--- src/rtl/solar_motor_sched.sv ---
// Tracker motor scheduler: one drive at a time, min on-time, dead-time, NS/EW fairness.
// Define SOLAR_SCHED_TIMEOUT_EN to add the MAX_ON run-time limit and sticky fault.
module solar_motor_sched #(
  parameter int CW     = 8,
  parameter int MIN_ON = 4,
  parameter int DEAD   = 3,
  parameter int MAX_ON = 64
) (
  input  logic i_clk,
  input  logic i_rst,
  input  logic i_en,
  input  logic i_req_n,
  input  logic i_req_e,
  input  logic i_req_s,
  input  logic i_req_w,
  output logic o_mn,
  output logic o_me,
  output logic o_ms,
  output logic o_mw,
  output logic o_busy,
  output logic o_axis,
  output logic o_fault
);

  typedef enum logic [1:0] {
    S_IDLE = 2'd0,
    S_RUN  = 2'd1,
    S_DEAD = 2'd2
  } state_t;

  if (MIN_ON < 1 || DEAD < 1 || MAX_ON < 1) begin : g_param_chk
    $error("solar_motor_sched: MIN_ON, DEAD and MAX_ON must be >= 1");
  end
  if (MIN_ON > (2**CW) - 1 || DEAD > (2**CW) - 1 || MAX_ON > (2**CW) - 1) begin : g_width_chk
    $error("solar_motor_sched: counter width CW too small for parameters");
  end

  localparam logic [CW-1:0] L_MIN_M1  = CW'(MIN_ON - 1);
  localparam logic [CW-1:0] L_DEAD_M1 = CW'(DEAD - 1);
  localparam logic [CW-1:0] L_SAT     = {CW{1'b1}};

  // direction code: bit1 = axis (0 NS, 1 EW), bit0 = second member (s or w)
  state_t        r_state;
  logic [1:0]    r_dir;
  logic [3:0]    r_drv;
  logic [CW-1:0] r_on_cnt;
  logic [CW-1:0] r_dead_cnt;
  logic          r_axis;
  logic          r_busy;

  logic       w_ns_vld;
  logic       w_ew_vld;
  logic       w_any_vld;
  logic       w_grant_ew;
  logic [1:0] w_grant_dir;
  logic       w_held;
  logic       w_other_vld;
  logic       w_min_met;
  logic       w_timeout;
  logic       w_fault_blk;
  logic       w_stop;

  assign w_ns_vld    = i_req_n ^ i_req_s;
  assign w_ew_vld    = i_req_e ^ i_req_w;
  assign w_any_vld   = w_ns_vld | w_ew_vld;
  assign w_grant_ew  = (w_ns_vld & w_ew_vld) ? ~r_axis : w_ew_vld;
  assign w_grant_dir = {w_grant_ew, (w_grant_ew ? i_req_w : i_req_s)};

  assign w_held = r_dir[1] ? (w_ew_vld & (r_dir[0] ? i_req_w : i_req_e))
                           : (w_ns_vld & (r_dir[0] ? i_req_s : i_req_n));
  assign w_other_vld = r_dir[1] ? w_ns_vld : w_ew_vld;
  assign w_min_met   = (r_on_cnt >= L_MIN_M1);

`ifdef SOLAR_SCHED_TIMEOUT_EN
  localparam logic [CW-1:0] L_MAX_M1 = CW'(MAX_ON - 1);
  logic r_fault;

  assign w_timeout   = (r_on_cnt >= L_MAX_M1);
  assign w_fault_blk = r_fault;
  assign o_fault     = r_fault;

  always_ff @(posedge i_clk or posedge i_rst) begin
    if (i_rst) begin
      r_fault <= 1'b0;
    end else if (!i_en) begin
      r_fault <= 1'b0;
    end else if (r_state == S_RUN && w_timeout) begin
      r_fault <= 1'b1;
    end
  end
`else
  assign w_timeout   = 1'b0;
  assign w_fault_blk = 1'b0;
  assign o_fault     = 1'b0;
`endif

  // en low always wins; after MIN_ON a release, reversal, conflict or rival axis ends the run
  assign w_stop = ~i_en | w_timeout | (w_min_met & (~w_held | w_other_vld));

  always_ff @(posedge i_clk or posedge i_rst) begin
    if (i_rst) begin
      r_state    <= S_IDLE;
      r_dir      <= 2'd0;
      r_drv      <= 4'd0;
      r_on_cnt   <= '0;
      r_dead_cnt <= '0;
      r_axis     <= 1'b1;
      r_busy     <= 1'b0;
    end else begin
      case (r_state)
        S_IDLE: begin
          if (i_en && w_any_vld && !w_fault_blk) begin
            r_state  <= S_RUN;
            r_dir    <= w_grant_dir;
            r_drv    <= 4'b0001 << w_grant_dir;
            r_axis   <= w_grant_ew;
            r_on_cnt <= '0;
            r_busy   <= 1'b1;
          end
        end
        S_RUN: begin
          if (w_stop) begin
            r_state    <= S_DEAD;
            r_drv      <= 4'd0;
            r_dead_cnt <= '0;
          end else if (r_on_cnt != L_SAT) begin
            r_on_cnt <= r_on_cnt + CW'(1);
          end
        end
        S_DEAD: begin
          if (r_dead_cnt == L_DEAD_M1) begin
            r_state <= S_IDLE;
            r_busy  <= 1'b0;
          end else begin
            r_dead_cnt <= r_dead_cnt + CW'(1);
          end
        end
        default: begin
          r_state <= S_IDLE;
          r_drv   <= 4'd0;
          r_busy  <= 1'b0;
        end
      endcase
    end
  end

  assign o_mn   = r_drv[0];
  assign o_ms   = r_drv[1];
  assign o_me   = r_drv[2];
  assign o_mw   = r_drv[3];
  assign o_busy = r_busy;
  assign o_axis = r_axis;

endmodule
--- config.mk ---
export PLATFORM = sky130hd
export DESIGN_NAME = solar_motor_sched
export DESIGN_NICKNAME = d
export VERILOG_FILES = /design/src/rtl/solar_motor_sched.sv
export SDC_FILE = /design/constraint.sdc
export NUM_CORES = 1
export LEC_CHECK = 0
export CORE_MARGIN = 2
export CORE_UTILIZATION = 30
export DETAILED_ROUTE_END_ITERATION = 10
export HOLD_SLACK_MARGIN = 0.03
export PLACE_DENSITY = 0.55
export SYNTH_ARGS = -nofsm -noshare
export SYNTH_HDL_FRONTEND = slang
export SYNTH_SLANG_ARGS = --single-unit
--- constraint.sdc ---
create_clock -name i_clk -period 2 [get_ports i_clk]
set_clock_uncertainty 0.15 [all_clocks]
set_input_delay 0.2 -clock i_clk [delete_from_list [all_inputs] [get_ports i_clk]]
set_output_delay 0.2 -clock i_clk [all_outputs]
set_load 0.005 [all_outputs]
Word-level counts from Yosys, hierarchy flattened
Cells that the tools add are included.
{"block": "totals", "ff_bits": 26, "in_bits": 7, "output_inout_bits": 7, "word_cells": 68}
{"block": "op_classes", "add_sub_neg": 2, "order_cmp": 1, "n_eq_ne": 10, "shifts": 1, "n_mux": 23, "n_bitwise": 14, "n_reduce_logical": 10}
{"op": "$mux 8", "count": 5}
{"op": "$pmux 8 s2", "count": 2}
{"op": "$add 8x1->8 const B", "count": 2}
{"op": "$ne 2x2->1 const B", "count": 6}
{"op": "$pmux 4 s3", "count": 1}
{"op": "$reduce_and 3->1", "count": 4}
{"op": "$eq 8x2->1 const B", "count": 1}
{"op": "$ge 8x2->1 const B", "count": 1}
{"op": "$mux 1", "count": 8}
{"op": "$mux 4", "count": 2}
{"op": "$ne 8x8->1 const B", "count": 1}
{"op": "$mux 2", "count": 3}
{"op": "$pmux 2 s3", "count": 1}
{"op": "$not 1->1", "count": 5}
{"op": "$and 1x1->1", "count": 4}
{"op": "$reduce_and 4->1", "count": 1}
{"op": "$reduce_bool 2->1", "count": 2}
{"op": "$shl 1x2->4 const A", "count": 1}
{"op": "$or 1x1->1", "count": 3}
{"op": "$pmux 1 s3", "count": 1}
{"op": "$eq 2x1->1 const B", "count": 1}
{"op": "$eq 2x2->1 const B", "count": 1}
{"op": "$logic_not 2->1", "count": 1}
{"op": "$reduce_and 2->1", "count": 1}
{"op": "other kinds (2)", "count": 3}

Longest topological paths before layout
{"block": "depth", "ltp_word": 9, "ltp_mapped": 7, "ltp_nobuf": 7}

Worst setup path after synthesis
No wires, ideal clock.
{"block": "synth_path", "path_type": "register to register", "startpoint": "register r_dead_cnt[0]", "endpoint": "register r_dead_cnt[1]", "setup_ps": 125, "arrival_time_ps": 1562, "required_time_ps": 1725, "path_slack_ps": 163, "stages_incl_launch_ff": 8, "n_path_buf": 0, "period_less_slack_ps": 1837, "cell_sequence": "dfrtp_1 -> inv_1 -> ha_1 -> or4b_4 -> o41ai_4 -> nor2_1 -> a21oi_1 -> nor2_1"}
{"block": "synth_via", "elab_chain_cells": 3, "word_cells_on_any_way": 6, "cone_classes": "1 x add/sub; 2 x eq/ne; 2 x mux; 1 x reduce/logical"}
{"item": "start: declaration", "line": "47", "rtl": "logic [CW-1:0] r_dead_cnt;"}
{"item": "start signal: assignment", "line": "135", "rtl": "r_dead_cnt <= r_dead_cnt + CW'(1);"}
{"item": "$add 8x1->8 / $eq 8x2->1 (equally long branches)", "line": "135, 131"}
{"item": "$mux 8 / $ne 2x2->1 (equally long branches)"}
{"item": "$pmux 8 s2 / $reduce_and 3->1 (equally long branches)"}
Parallel ways exist; a longest one is shown, timed or not. The select of a mux whose other input is x is not followed.
A chain may end at the register's enable or synchronous reset.

Final worst setup path
Same ends and word-level chain as after synthesis.

==> metrics <==
final hold violation count 0; routed vias 1325; Die X 75.5 um; final WL 3.51 mm; post-layout instance area 2040 sq um; GR Overflow Total 0; Setup CP Type reg -> reg; initial antenna violation count 0; crit share post-route between 90% and 100%; cell total after placement 272; Final Slew Violations 0; Antenna Cells 0; Total Routing Usage GR 14.1%; WP data required 2.02 ns; Routability Congestion 0.777; Worst Path Arrival 1.95 ns; share of cells above drive strength 1 23.2%; Max Cap Viol 0; Clock Tree Buf Depth 2; post-detailed-route count of antenna-violating nets 0; First DRT Iteration DRCs 99; CP Capture Type flop; CTS tree done; Hold Crit Class in -> async; Min Clock Period, post-route between 1.5 and 2 ns; via/cell ratio ~4.8; register area share after synthesis between 40% and 50%; post-detail-place hpwl approximately 2.6 mm; final worst setup slack 0.0693 ns; DIE AREA between 5000 and 6000 sq um; io pins 14; largest net degree at the start of global routing 27; clk_lat worst skew 0.27 ns; Die Ht about 75 um; Worst setup SP type flop; total CTS buffers 3; Hold Slack 0.130 ns; Syn-to-layout area delta 32.9%; most frequent cells in the layout buf_4 (34), dfrtp_1 (25), nand2_1 (16); H-tree levels 1; Leak 0.879 nW; R2R cell count 8; WL per Instance 12.7 um; Mean Syn Cell Area 9.52 sq um; Clock transition at path regs 0.10 ns; post-synth design cell area around 1500 sq um; Max VDD drop between 0.5 and 0.6 mV; drt drc 0; root buffer cell clkbuf_8; run status finished, final reports clean; post-layout net count 218; Most used DFF post-synth dfrtp_1; Port Buf Inserts 12; Final setup viols 0; r2r setup slk 0.07 ns; Cell Area, Placed between 1500 and 2000 sq um; Peak Freq 518 MHz; pwr/cell area 1200 nW/um^2; post-synthesis register bit count 26; router iterations before antenna repair 4; unrepaired setup endpoints after global routing yes; Placeable Area 5010 sq um; post-synthesis net count about 170; post-place setup slack -0.219 ns; row count 26; post-route insts no fill 277; worst r2r dst r_dead_cnt[1]; Synth Instances 161; Post-synth EDFFs 0; Initial Utilization 30.6%; clock sinks 26; synth unique cells 45; CP Max Fanout 4; RR Startpoint r_dead_cnt[0]; YS warnings 0; first-pass GRT wire length 6.22 mm; async set or reset register ratio after synthesis 100%; most common cell after layout, fill and taps aside buf_4; vias in the first global route 1338; FILL cells 524
==> sequential cells by signal, summed over array words and instances, names as in the netlist <==
register    count
r_dead_cnt      8
r_drv           4
o_busy          1
r_state         2
r_on_cnt        8
o_axis          1
r_dir           2
==> routing by layer <==
layer	vias to the layer above	share of wire [%]	track usage, %	routed length [um]
li1	681	-	-	-
met5	-	0	0	0
met3	2	2.3	1.59	80
met4	0	0.66	3.51	23
met1	626	49	19.1	1720
met2	16	48	24.2	1690
==> worst max-delay path by stage <==
stage | depth (start not counted) | start | slack (ns) | end
after floorplan | 7 | r_dead_cnt[0] | 0.16 | r_dead_cnt[1]
after global placement | 7 | i_req_s | -0.18 | r_dead_cnt[2]
after detailed placement | 7 | i_req_s | -0.22 | r_dead_cnt[2]
after CTS | 7 | r_dead_cnt[0] | 0.05 | r_dead_cnt[0]
after global routing | 8 | r_dead_cnt[0] | -0.04 | r_dead_cnt[1]
final | 8 | r_dead_cnt[0] | 0.07 | r_dead_cnt[1]
==> report_power, final <==
part | internal (mW) | switching (mW)
sequential | 0.709 | 0.172
combinational | 0.636 | 0.586
clock | 0.176 | 0.175
total | 1.52 | 0.932
==> synth_stat cells, types with 3 or more instances <==
cell,count,area (sq um)
nand2b_1,3,18.8
o211ai_1,4,30.0
nor3_1,4,20.0
or3_1,3,18.8
a21oi_1,10,50.1
o21ai_0,7,35.0
ha_1,3,37.5
xnor2_1,3,26.3
nor2b_1,5,31.3
o22ai_1,3,18.8
mux2i_1,7,70.1
inv_1,9,33.8
o2bb2ai_1,7,61.3
nand3_1,9,45.0
dfrtp_1,25,626
nand2_1,16,60.1
nor2_1,9,33.8
==> what timing repair did <==
action	CTS	global route
setup endpoints to repair	3	12
buffers inserted	0	1
hold buffers	0	0
pin swaps	0	1
gates resized for setup	1	3
==> per-stage QoR <==
stage / total power [mW] / util (%) / TNS, ns
floorplan: 1.52 / - / 0
global placement: 2.07 / 39.1 / -2.16
detailed placement: 2.08 / 39.1 / -2.84
CTS: 2.44 / 40.4 / 0
global route: 2.66 / 40.7 / -0.108
finish: 2.45 / 40.7 / 0
==> layout make-up <==
class	count	area [sq um]	area share [%]
Inverter	9	33.8	1.66
Multi-Input combinational cell	122	833	40.9
Clock buffer	4	55.1	2.70
Tap cell	70	87.6	4.30
Timing Repair Buffer	46	375	18.4
Sequential cell	26	652	32.0
==> kinds of logic after synthesis <==
kind of cell    count (synthesis)  synth area share [%]
compound gates                 42                  20.0
xor+xnor                        5                  2.86
fa+ha+maj                       3                  2.45
buf+inv                        13                  4.00
flops                          26                  42.5
mux                             7                  4.57
other cells                     1                 0.245
simple gates                   64                  23.3
==> worst max-delay path: stages, from the launching register on <==
cell and delay, ns:
dfrtp_1 0.39, inv_1 0.06, ha_1 0.12, or4b_4 0.48
o41ai_4 0.26, buf_4 0.19, nor2_1 0.04, a21oi_1 0.10
nor2_1 0.05
Power figures use the tool's default switching activity.
